## config.mk

```make
export PLATFORM = sky130hd
export DESIGN_NAME = sensor_bus_arbiter_flat
export DESIGN_NICKNAME = d
export VERILOG_FILES = /design/src/rtl/sensor_bus_arbiter_if.sv /design/src/rtl/sensor_bus_arbiter.sv /design/src/flat_wrapper.sv
export SDC_FILE = /design/constraint.sdc
export NUM_CORES = 1
export LEC_CHECK = 0
export CAP_MARGIN = 30
export CORE_MARGIN = 2
export CORE_UTILIZATION = 50
export DETAILED_ROUTE_END_ITERATION = 8
export PLACE_DENSITY = 0.72
export SLEW_MARGIN = 40
export SYNTH_ARGS = -nofsm -noshare
export SYNTH_HDL_FRONTEND = slang
export SYNTH_SLANG_ARGS = --single-unit
```

## constraint.sdc

```tcl
create_clock -name clk -period 2.7 [get_ports clk]
set_clock_uncertainty 0.1 [all_clocks]
set_input_delay 0.54 -clock clk [delete_from_list [all_inputs] [get_ports clk]]
set_output_delay 0.54 -clock clk [all_outputs]
set_load 0.005 [all_outputs]
```

## src/rtl/sensor_bus_arbiter_if.sv

```systemverilog
// Bundle of request, grant and engine-handshake signals between the requesters,
// the arbiter and the single sensor transaction engine.
interface sensor_bus_arbiter_if #(
    parameter int unsigned N_REQ = 4,
    parameter int unsigned IDW   = 2
);
    logic [N_REQ-1:0] req;
    logic [N_REQ-1:0] req_op;
    logic [N_REQ-1:0] grant;
    logic [IDW-1:0]   owner;
    logic             busy;
    logic [N_REQ-1:0] ack;
    logic             err;
    logic             start_init;
    logic             start_read;
    logic             init_done;
    logic             read_done;

    // Arbiter side
    modport slave (
        input  req, req_op, init_done, read_done,
        output grant, owner, busy, ack, err, start_init, start_read
    );

    // Requester / engine side
    modport master (
        output req, req_op, init_done, read_done,
        input  grant, owner, busy, ack, err, start_init, start_read
    );
endinterface

```

## src/rtl/sensor_bus_arbiter.sv

```systemverilog
// Round-robin arbiter sharing one sensor transaction engine among N_REQ requesters,
// with a per-transaction watchdog that forces an error acknowledge on a hung engine.
module sensor_bus_arbiter #(
    parameter int unsigned N_REQ   = 4,
    parameter int unsigned IDW     = 2,
    parameter logic [23:0] TIMEOUT = 24'd1_000_000
) (
    input logic                 clk,
    input logic                 rst,
    sensor_bus_arbiter_if.slave sbus
);

    typedef enum logic [1:0] {
        StIdle,
        StBusy,
        StAck
    } state_e;

    state_e           state_q, state_d;
    logic [N_REQ-1:0] grant_q, grant_d;
    logic [IDW-1:0]   owner_q, owner_d;
    logic             busy_q, busy_d;
    logic [N_REQ-1:0] ack_q, ack_d;
    logic             err_q, err_d;
    logic             start_init_q, start_init_d;
    logic             start_read_q, start_read_d;
    logic             op_q, op_d;
    logic [23:0]      timer_q, timer_d;
    logic [IDW-1:0]   ptr_q, ptr_d;

    logic             req_any;
    logic             win_found_hi;
    logic [IDW-1:0]   win_idx;
    logic             win_op;
    logic             done_match;

    // Round-robin winner: lowest set request at or above ptr, else lowest overall.
    always_comb begin
        win_found_hi = 1'b0;
        win_idx      = '0;
        req_any      = |sbus.req;
        for (int j = int'(N_REQ) - 1; j >= 0; j--) begin
            if (((sbus.req & (N_REQ'(1) << j)) != '0) && (IDW'(j) >= ptr_q)) begin
                win_idx      = IDW'(j);
                win_found_hi = 1'b1;
            end
        end
        if (!win_found_hi) begin
            for (int j = int'(N_REQ) - 1; j >= 0; j--) begin
                if ((sbus.req & (N_REQ'(1) << j)) != '0) begin
                    win_idx = IDW'(j);
                end
            end
        end
        win_op = sbus.req_op[win_idx];
    end

    // FSM next-state and registered-output next values.
    always_comb begin
        state_d      = state_q;
        grant_d      = grant_q;
        owner_d      = owner_q;
        busy_d       = busy_q;
        ack_d        = '0;
        err_d        = err_q;
        start_init_d = start_init_q;
        start_read_d = start_read_q;
        op_d         = op_q;
        timer_d      = timer_q;
        ptr_d        = ptr_q;
        // Only the done belonging to the latched operation counts.
        done_match   = op_q ? sbus.read_done : sbus.init_done;

        unique case (state_q)
            StIdle: begin
                if (req_any) begin
                    grant_d      = N_REQ'(1) << win_idx;
                    owner_d      = win_idx;
                    op_d         = win_op;
                    start_init_d = ~win_op;
                    start_read_d = win_op;
                    busy_d       = 1'b1;
                    err_d        = 1'b0;
                    timer_d      = '0;
                    state_d      = StBusy;
                end
            end
            StBusy: begin
                timer_d = (timer_q == 24'hFF_FFFF) ? timer_q : timer_q + 24'd1;
                // Done takes precedence over a watchdog expiry in the same cycle.
                if (done_match) begin
                    ack_d        = grant_q;
                    err_d        = 1'b0;
                    start_init_d = 1'b0;
                    start_read_d = 1'b0;
                    state_d      = StAck;
                end else if (timer_q >= TIMEOUT) begin
                    ack_d        = grant_q;
                    err_d        = 1'b1;
                    start_init_d = 1'b0;
                    start_read_d = 1'b0;
                    state_d      = StAck;
                end
            end
            StAck: begin
                grant_d = '0;
                busy_d  = 1'b0;
                err_d   = 1'b0;
                ptr_d   = (owner_q == IDW'(N_REQ - 1)) ? '0 : owner_q + IDW'(1);
                state_d = StIdle;
            end
            default: begin
                state_d = StIdle;
            end
        endcase
    end

    // State and output registers, all cleared by the asynchronous reset.
    always_ff @(posedge clk or posedge rst) begin
        if (rst) begin
            state_q      <= StIdle;
            grant_q      <= '0;
            owner_q      <= '0;
            busy_q       <= 1'b0;
            ack_q        <= '0;
            err_q        <= 1'b0;
            start_init_q <= 1'b0;
            start_read_q <= 1'b0;
            op_q         <= 1'b0;
            timer_q      <= '0;
            ptr_q        <= '0;
        end else begin
            state_q      <= state_d;
            grant_q      <= grant_d;
            owner_q      <= owner_d;
            busy_q       <= busy_d;
            ack_q        <= ack_d;
            err_q        <= err_d;
            start_init_q <= start_init_d;
            start_read_q <= start_read_d;
            op_q         <= op_d;
            timer_q      <= timer_d;
            ptr_q        <= ptr_d;
        end
    end

    assign sbus.grant      = grant_q;
    assign sbus.owner      = owner_q;
    assign sbus.busy       = busy_q;
    assign sbus.ack        = ack_q;
    assign sbus.err        = err_q;
    assign sbus.start_init = start_init_q;
    assign sbus.start_read = start_read_q;

endmodule
```

## src/flat_wrapper.sv

```systemverilog
// flat-port wrapper written by rule: the top's interface ports become plain ports
module sensor_bus_arbiter_flat 
#(
    parameter int unsigned N_REQ   = 4,
    parameter int unsigned IDW     = 2,
    parameter logic [23:0] TIMEOUT = 24'd1_000_000
)
  (clk, rst, sbus_req, sbus_req_op, sbus_init_done, sbus_read_done, sbus_grant, sbus_owner, sbus_busy, sbus_ack, sbus_err, sbus_start_init, sbus_start_read);
  sensor_bus_arbiter_if #(.N_REQ(N_REQ), .IDW(IDW)) sbus_i ();
  input logic clk;
  input logic rst;
  input wire logic [$bits(sbus_i.req)-1:0] sbus_req;
  input wire logic [$bits(sbus_i.req_op)-1:0] sbus_req_op;
  input wire logic [$bits(sbus_i.init_done)-1:0] sbus_init_done;
  input wire logic [$bits(sbus_i.read_done)-1:0] sbus_read_done;
  output wire logic [$bits(sbus_i.grant)-1:0] sbus_grant;
  output wire logic [$bits(sbus_i.owner)-1:0] sbus_owner;
  output wire logic [$bits(sbus_i.busy)-1:0] sbus_busy;
  output wire logic [$bits(sbus_i.ack)-1:0] sbus_ack;
  output wire logic [$bits(sbus_i.err)-1:0] sbus_err;
  output wire logic [$bits(sbus_i.start_init)-1:0] sbus_start_init;
  output wire logic [$bits(sbus_i.start_read)-1:0] sbus_start_read;
  assign sbus_i.req = sbus_req;
  assign sbus_i.req_op = sbus_req_op;
  assign sbus_i.init_done = sbus_init_done;
  assign sbus_i.read_done = sbus_read_done;
  assign sbus_grant = sbus_i.grant;
  assign sbus_owner = sbus_i.owner;
  assign sbus_busy = sbus_i.busy;
  assign sbus_ack = sbus_i.ack;
  assign sbus_err = sbus_i.err;
  assign sbus_start_init = sbus_i.start_init;
  assign sbus_start_read = sbus_i.start_read;
  sensor_bus_arbiter #(.N_REQ(N_REQ), .IDW(IDW), .TIMEOUT(TIMEOUT)) u_core (.clk(clk), .rst(rst), .sbus(sbus_i));
endmodule
```

==> impl_metrics.json, run 1 <==
{
  "cts_setup_buffers": 0,
  "status": "completed",
  "placedCellCount": 363,
  "drt_wl_total_um": 5520,
  "antenna_found_initial": 0,
  "nets": 323,
  "slew_viol_final": 0,
  "crit_arrival_ps": 2650,
  "static-leakage-power_uw": 0.00123,
  "worstReg2RegStart": "u_core.state_q[1]$_DFFE_PP0P_",
  "synth-seq-cells": 43,
  "drive_gt1_share_pct": 14.4,
  "crit_path_end_kind": "register",
  "synthArstFlopShare_pct": 100,
  "pwr-share-comb_pct": 46.0,
  "cts_sinks": 43,
  "switchingPower_uw": 903,
  "netlist_instances": 263,
  "ios": 26,
  "dp_hpwl_um": 4080,
  "r2r_cells": 8,
  "n_antenna_cell": 0,
  "place_area_um2": 2850,
  "path_buf_inv": 2,
  "drt-initial-drc-count": 151,
  "swShare_pct": 38.5,
  "place_congestion": 0.839,
  "start_util_pct": 51.9,
  "synth_edf_count": 0,
  "crit_family": "simple AND/OR/NAND/NOR gates",
  "rows": 25,
  "drcViolationCount": 0,
  "design_area_um2": 2940,
  "yosysUniqueCellTypes": 52,
  "numCtsBuffers": 5,
  "synth_area_leaders": "dfrtp_1 44%, nand2_1 5.0%, o21ai_0 4.9%",
  "cts_hold_buf": 0,
  "netlist_area_um2": 2450,
  "setup.worst_path.start_class": "register",
  "cpMaxStageDelayCell": "or4_2",
  "finalSetupViolations": 0,
  "hp-class": "input pin to asynchronous set/reset pin",
  "die-area_um2": 5480,
  "yosys.cell_count.top_type": "dfrtp_1",
  "rsz0062_at_grt": "false",
  "syn_to_final_growth_pct": 19.7,
  "synth_nets": 282,
  "grt_pass1_vias": 2023,
  "path_cells": "inv_1 -> ha_1 -> nor2_1 -> a21oi_2 -> o41ai_4 -> buf_4 -> or4_2 -> nand3_1",
  "die_w_um": 74.1,
  "maxSlewHeadroom_pct": 56.4,
  "fillers": 416,
  "hold_violations": 0,
  "regToRegSetupSlack_ps": 190,
  "crit_cells": 8,
  "vias": 2124,
  "p_int_uw": 1440,
  "period_needed_ps": 2510,
  "clkPwrFrac_pct": 17.5,
  "ys_warn_count": 0,
  "max-clock-path-buffers": 2,
  "grtUsageTotal_pct": 22.1,
  "worstSkewPairLatency_ps": 300,
  "portBuffers": 25,
  "syn_avg_cell_area_um2": 9.33,
  "fmax_mhz": 398,
  "power-per-cell-area_nw_per_um2": 798,
  "seq_area_frac_synth_pct": 43.9,
  "ys_top_cells_by_count": "43 x dfrtp_1, 33 x nand2_1, 24 x o21ai_0",
  "antenna_left": 0,
  "drt-vias-per-instance": 5.71,
  "grt_pass1_wl_um": 9350,
  "setup-tns-final_ps": 0,
  "cts_tree": "yes",
  "fin_crit_sh_pct": 93.1,
  "criticalPathCategory": "register to register",
  "clkSlewWorstSetupHoldPaths_ps": 90,
  "wl_per_cell_um": 14.8,
  "synth_flop_cell": "dfrtp_1",
  "maxCapViolations": 0,
  "worstMarginPinSlew_ps": 652,
  "first_pass_iters": 4,
  "die_h_um": 74.1,
  "crit_required_ps": 2840,
  "peakVddDrop_v": 0.000419,
  "htree_levels": 2,
  "cts_root_buf": "clkbuf_8",
  "critPathMaxStageDelay_ps": 600,
  "ctsResizeCount": 0,
  "grt_start_max_net_pins": 22,
  "synth_top_cell_by_area": "dfrtp_1",
  "rr_endpoint": "u_core.timer_q[10]$_DFFE_PP0P_",
  "worstPathMaxFanout": 13,
  "yosysTopAreaCellShare_pct": 43.9,
  "coreArea_um2": 4720,
  "globalRouteOverflowTotal": 0,
  "final_cell_count_no_fill": 372,
  "power_frac_seq_pct": 36.5
}
==> worst max-delay path by stage <==
| stage | to | from | slack [ps] |
|---|---|---|---|
| floorplan | u_core.timer_q[10]$_DFFE_PP0P_ | u_core.state_q[1]$_DFFE_PP0P_ | 650 |
| global placement | u_core.timer_q[13]$_DFFE_PP0P_ | sbus_req[0] | 70 |
| detailed placement | u_core.timer_q[10]$_DFFE_PP0P_ | sbus_req[2] | 20 |
| CTS | u_core.timer_q[1]$_DFFE_PP0P_ | u_core.timer_q[16]$_DFFE_PP0P_ | 280 |
| global route | u_core.timer_q[13]$_DFFE_PP0P_ | u_core.state_q[0]$_DFFE_PP0P_ | 50 |
| finish | u_core.timer_q[10]$_DFFE_PP0P_ | u_core.state_q[1]$_DFFE_PP0P_ | 190 |
==> kinds of logic (layout without fill, tap and decap cells) <==
logic type,after synthesis,in the layout,synth area share [%]
mux,9,9,3.88
flops,43,43,43.9
xor+xnor,1,1,0.357
buf+inv,19,61,4.64
compound gates,68,68,18.6
fa+ha+maj,7,7,3.57
simple gates,116,116,25.1
==> through the flow <==
| stage | hold slack (ps) | power (uW) | util [%] | setup WS, ps |
|---|---|---|---|---|
| global placement | 407 | 1910 | 60.3 | 72.5 |
| CTS | 381 | 2340 | 62.0 | 281 |
| detailed placement | 404 | 1930 | 60.3 | 23.3 |
| finish | 383 | 2340 | 62.2 | 187 |
| global route | 445 | 2510 | 62.2 | 49.3 |
| floorplan | 387 | 1580 | - | 654 |
==> registers in the layout (all words and copies together), names as in the netlist <==
signal	count
u_core.sbus.busy	1
u_core.ptr_q	2
u_core.timer_q	24
u_core.sbus.ack	4
u_core.sbus.start_init	1
u_core.sbus.err	1
u_core.state_q	2
u_core.sbus.owner	2
u_core.op_q	1
u_core.sbus.grant	4
u_core.sbus.start_read	1
==> layout by cell type, fill, tap and decap left out, types with 7 or more instances in the layout <==
cell and n:
dfrtp_1 43, nand2_1 33, clkdlybuf4s50_1 25, o21ai_0 24, a21oi_1 16, buf_4 16
nand3_1 15, nor2_1 14, inv_1 10, or3_1 8, nor3_1 7, ha_1 7
==> layer usage <==
metal | global-route usage, % | vias to the layer above | wire, um
li1 | - | 1055 | -
met1 | 28.6 | 1016 | 2610
met2 | 36.9 | 47 | 2660
met3 | 4.20 | 6 | 190
met4 | 8.08 | 0 | 65
met5 | 0 | - | 0
==> layout make-up <==
cell class / count / area [um^2] / area share [%]
Timing Repair Buffer: 42 / 390 / 13.3
Inverter: 11 / 41.3 / 1.41
Clock inverter: 1 / 5.00 / 0.170
Sequential cell: 43 / 1080 / 36.6
Clock buffer: 7 / 76.3 / 2.60
Multi-Input combinational cell: 201 / 1260 / 43.0
Tap cell: 67 / 83.8 / 2.85
==> power groups by stage <==
stage | Sequential [uW] | Clock, uW | Combinational (uW)
2_1_floorplan | 850 | 0 | 732
3_3_place_gp | 865 | 0 | 1040
3_5_place_dp | 863 | 0 | 1070
4_1_cts | 854 | 418 | 1070
5_1_grt | 870 | 436 | 1200
6_report | 855 | 411 | 1080
No activity file was read; power rests on OpenSTA's default activity.
==> inputs of run 2 (changes only) <==
Settings changed: CORE_UTILIZATION 50 to 55, PLACE_DENSITY 0.72 to 0.78.
==> run 2 against run 1 <==
Compared with the run above:
- fmax rose by 4.7%
- first-iteration DRC count fell by 2.6%
- critical path depth did not move
- sequential cell count unchanged
- total power up 6.8%
- clock power rose by 46%
- die area decreased by 8.6%
- final cell count is 5.1% lower
- global-route usage up 0.87 points
- register-to-register slack better by 110 ps
- sequential power about the same
==> impl_metrics.json, run 2 (same netlist as run 1, synthesis figures left out) <==
{
  "n_antenna_cell": 0,
  "htree_levels": 2,
  "maxSlewHeadroom_pct": 57.5,
  "grtUsageTotal_pct": 22.9,
  "hold_violations": 0,
  "setup-tns-final_ps": 0,
  "drive_gt1_share_pct": 14.0,
  "slew_viol_final": 0,
  "max-clock-path-buffers": 2,
  "clkSlewWorstSetupHoldPaths_ps": 80,
  "peakVddDrop_v": 0.000586,
  "design_area_um2": 2930,
  "seq_area_um2": 1080,
  "fillers": 348,
  "grt_start_max_net_pins": 35,
  "static-leakage-power_uw": 0.00123,
  "layout_common_cells": "43 x dfrtp_1, 33 x nand2_1, 25 x clkdlybuf4s50_1, 24 x o21ai_0, 16 x a21oi_1",
  "layout_commonest_cell": "dfrtp_1",
  "cts_sinks": 43,
  "worstMarginPinSlew_ps": 636,
  "drt-vias-per-instance": 6.01,
  "coreArea_um2": 4320,
  "globalRouteOverflowTotal": 0,
  "rsz0062_at_grt": "false",
  "setup.worst_path.start_class": "register",
  "grt_pass1_wl_um": 9230,
  "ios": 26,
  "place_congestion": 0.868,
  "die_h_um": 70.8,
  "maxCapViolations": 0,
  "worstPathMaxFanout": 12,
  "numCtsBuffers": 5,
  "nets": 319,
  "worstReg2RegStart": "u_core.state_q[0]$_DFFE_PP0P_",
  "crit_path_end_kind": "register",
  "syn_to_final_growth_pct": 19.6,
  "drcViolationCount": 0,
  "cts_root_buf": "clkbuf_8",
  "die_w_um": 70.8,
  "place_area_um2": 2800,
  "wl_per_cell_um": 15.2,
  "first_pass_iters": 4,
  "portBuffers": 25,
  "ctsResizeCount": 0,
  "crit_family": "compound AO/OA/AOI/OAI gates",
  "grt_pass1_vias": 1965,
  "status": "completed",
  "rr_endpoint": "u_core.timer_q[3]$_DFFE_PP0P_",
  "cts_hold_buf": 0,
  "worstSkewPairLatency_ps": 300,
  "crit_required_ps": 2830,
  "power-per-cell-area_nw_per_um2": 853,
  "cpMaxStageDelayCell": "or3_2",
  "fmax_mhz": 417,
  "multi_input_area_um2": 1260,
  "finalWorstSetupSlack_ps": 300,
  "cts_setup_buffers": 0,
  "finalSetupViolations": 0,
  "largest_register_ffs": 24,
  "cts_tree": "yes",
  "fin_crit_sh_pct": 88.9,
  "pre_cts_ws_ps": 90.4,
  "top_register": "u_core.timer_q",
  "vias": 2121,
  "antenna_left": 0,
  "dp_hpwl_um": 3940,
  "path_cells": "inv_1 -> ha_1 -> nor2_1 -> a21oi_2 -> o41ai_4 -> buf_6 -> or3_2 -> a21oi_1",
  "rows": 24,
  "start_util_pct": 56.7,
  "drt-initial-drc-count": 147,
  "criticalPathCategory": "register to register",
  "die-area_um2": 5010,
  "crit_arrival_ps": 2530,
  "antenna_found_initial": 0,
  "hp-class": "input pin to asynchronous set/reset pin",
  "path_buf_inv": 2,
  "regToRegSetupSlack_ps": 300,
  "critPathMaxStageDelay_ps": 440,
  "drt_wl_total_um": 5360,
  "r2r_cells": 8,
  "period_needed_ps": 2400
}
==> run 2: worst max-delay path by stage <==
| stage | startpoint | endpoint | cells after the start |
|---|---|---|---|
| 6_report | u_core.state_q[0]$_DFFE_PP0P_ | u_core.timer_q[3]$_DFFE_PP0P_ | 8 |
| 5_1_grt | u_core.state_q[0]$_DFFE_PP0P_ | u_core.timer_q[3]$_DFFE_PP0P_ | 8 |
| 4_1_cts | u_core.state_q[0]$_DFFE_PP0P_ | u_core.timer_q[3]$_DFFE_PP0P_ | 8 |
| 3_5_place_dp | sbus_req[2] | u_core.timer_q[3]$_DFFE_PP0P_ | 7 |
| 3_3_place_gp | sbus_req[3] | u_core.timer_q[13]$_DFFE_PP0P_ | 6 |
| 2_1_floorplan | u_core.state_q[1]$_DFFE_PP0P_ | u_core.timer_q[10]$_DFFE_PP0P_ | 8 |
==> run 2: power breakdown <==
| group | switching, uW | internal, uW |
|---|---|---|
| Sequential | 88.9 | 764 |
| Combinational | 576 | 473 |
| Clock | 232 | 369 |
==> run 2: final cells by class <==
type / instances / area share (%)
Multi-Input combinational cell: 201 / 43.1
Sequential cell: 43 / 36.7
Timing Repair Buffer: 38 / 12.0
Clock buffer: 5 / 2.35
Clock inverter: 3 / 2.30
Tap cell: 52 / 2.22
Inverter: 11 / 1.41
==> run 2: per-layer routing <==
metal	up-vias	share of wire, %	GRT usage [%]
met2	48	48	36.4
met1	1020	47	32.3
met4	0	0.75	6.71
met5	-	0	0
li1	1049	-	-
met3	4	4.3	4.42
==> run 2: metrics by stage <==
step                      utilization [%]  std cells  hold slack, ps  power [uW]
final                                67.9        353             357        2500
after global routing                 67.9        353             362        2680
after CTS                            67.9        353             360        2510
after detailed placement             64.7        345             411        1910
after global placement               64.4        344             407        1860
after floorplan                         -        263             387        1580
==> inputs of run 3 (changes only) <==
Settings changed: SLEW_MARGIN 40 to 10.
==> run 3 against run 2 <==
Compared with the run above:
- non-clock buffer count unchanged
- total power decreased by 6.0%
- critical path depth unchanged
- final cell count unchanged
- cell area shrank 1.2%
- sequential cell count unchanged
- routed wire length is 0.28% lower
- combinational power about the same
- via count fell by 1.5%
- worst hold slack improved by 7.3 ps
- critical endpoint is now u_core.timer_q[10]$_DFFE_PP0P_
==> impl_metrics.json, run 3 (same netlist as run 1, synthesis figures left out) <==
{
  "cts_tree": "yes",
  "maxSlewHeadroom_pct": 61.6,
  "cts_root_buf": "clkbuf_8",
  "coreArea_um2": 4320,
  "crit_start": "u_core.state_q[1]$_DFFE_PP0P_",
  "die_h_um": 70.8,
  "power-per-cell-area_nw_per_um2": 812,
  "rows": 24,
  "grtUsageTotal_pct": 23.0,
  "worstReg2RegStart": "u_core.state_q[1]$_DFFE_PP0P_",
  "worstSkewPairLatency_ps": 290,
  "cts_setup_buffers": 0,
  "fin_crit_sh_pct": 90.3,
  "layout_common_cells": "43 x dfrtp_1, 33 x nand2_1, 25 x clkdlybuf4s50_1, 24 x o21ai_0, 16 x a21oi_1",
  "worstMarginPinSlew_ps": 570,
  "place_congestion": 0.868,
  "pwr-share-comb_pct": 44.7,
  "die_w_um": 70.8,
  "finalSetupViolations": 0,
  "pre_cts_ws_ps": 86.5,
  "antenna_left": 0,
  "multi_input_area_um2": 1260,
  "layout_commonest_cell": "dfrtp_1",
  "grt_start_max_net_pins": 35,
  "dp_hpwl_um": 3950,
  "rr_endpoint": "u_core.timer_q[10]$_DFFE_PP0P_",
  "drive_gt1_share_pct": 13.6,
  "cts_hold_buf": 0,
  "fillers": 359,
  "antenna_found_initial": 0,
  "crit_family": "simple AND/OR/NAND/NOR gates",
  "portBuffers": 25,
  "maxCapViolations": 0,
  "fmax_mhz": 410,
  "rsz0062_at_grt": "false",
  "status": "completed",
  "regToRegSetupSlack_ps": 260,
  "crit_path_end_kind": "register",
  "path_cells": "inv_1 -> ha_1 -> nor2_1 -> a21oi_2 -> o41ai_4 -> buf_6 -> or4_2 -> nand3_1",
  "n_antenna_cell": 0,
  "hold_violations": 0,
  "max-clock-path-buffers": 2,
  "finalWorstSetupSlack_ps": 261,
  "period_needed_ps": 2440,
  "drt-initial-drc-count": 156,
  "grt_pass1_wl_um": 9290,
  "slew_viol_final": 0,
  "cpMaxStageDelayCell": "or4_2",
  "path_buf_inv": 2,
  "ios": 26,
  "clkPwrFrac_pct": 19.1,
  "hp-class": "input pin to asynchronous set/reset pin",
  "worstPathMaxFanout": 21,
  "drt_wl_total_um": 5340,
  "ctsResizeCount": 0,
  "drt-vias-per-instance": 5.92,
  "top_register": "u_core.timer_q",
  "clkSlewWorstSetupHoldPaths_ps": 80,
  "r2r_cells": 8,
  "critPathMaxStageDelay_ps": 600,
  "crit_required_ps": 2840,
  "switchingPower_uw": 883,
  "p_int_uw": 1470,
  "die-area_um2": 5010,
  "seq_area_um2": 1080,
  "peakVddDrop_v": 0.000564,
  "grt_pass1_vias": 2005,
  "nets": 319,
  "power_frac_seq_pct": 36.2,
  "static-leakage-power_uw": 0.00122,
  "fin_hold_ws_ps": 364,
  "drcViolationCount": 0,
  "wl_per_cell_um": 15.1,
  "htree_levels": 2,
  "setup.worst_path.start_class": "register",
  "first_pass_iters": 5,
  "globalRouteOverflowTotal": 0,
  "largest_register_ffs": 24,
  "vias": 2089,
  "setup-tns-final_ps": 0,
  "syn_to_final_growth_pct": 18.1,
  "numCtsBuffers": 5,
  "criticalPathCategory": "register to register",
  "cts_sinks": 43,
  "crit_arrival_ps": 2580,
  "start_util_pct": 56.7,
  "swShare_pct": 37.5
}
## run 3: cell types whose count changed in the layout (fill, tap and decap cells not counted), sizes merged
cell | before | now
bufinv | 2 | 0
clkbuf | 5 | 8
clkinvlp | 1 | 0
## run 3: final cells by class
cell class	instances	share of cell area (%)
Clock buffer	8	3.45
Inverter	11	1.42
Multi-Input combinational cell	201	43.6
Sequential cell	43	37.1
Tap cell	52	2.25
Timing Repair Buffer	38	12.1
## run 3: power by group through the flow
stage	Combinational, uW	Clock, uW	Sequential, uW
after global routing	1170	479	871
final	1050	449	852
after detailed placement	1020	0	862
after floorplan	732	0	850
after CTS	1030	459	852
after global placement	1000	0	858
## run 3: worst max-delay path by stage
stage / cells after the start / slack, ps / endpoint
floorplan: 8 / 650 / u_core.timer_q[10]$_DFFE_PP0P_
global placement: 6 / 130 / u_core.timer_q[13]$_DFFE_PP0P_
detailed placement: 6 / 90 / u_core.timer_q[10]$_DFFE_PP0P_
CTS: 6 / 210 / u_core.timer_q[1]$_DFFE_PP0P_
global route: 8 / 100 / u_core.timer_q[10]$_DFFE_PP0P_
finish: 8 / 260 / u_core.timer_q[10]$_DFFE_PP0P_
## run 3: per-stage QoR
stage	total power (uW)	util (%)	area, um^2	std cells
global placement	1860	64.4	2790	344
finish	2350	67.0	2900	353
global route	2520	67.0	2900	353
CTS	2340	66.8	2890	352
detailed placement	1880	64.4	2790	344
floorplan	1580	-	2450	263
## run 3: worst register-to-register path, stage by stage, from the launching register on
cell	delay, ps
dfrtp_1	390
inv_1	120
ha_1	380
nor2_1	90
a21oi_2	260
o41ai_4	160
buf_6	180
or4_2	610
nand3_1	100
## run 3: metal layers
metal	up-vias	wire [um]	GRT usage, %
met5	-	0	0
li1	1049	-	-
met1	993	2530	32.4
met3	9	198	4.84
met4	0	85	6.92
met2	38	2520	36.1
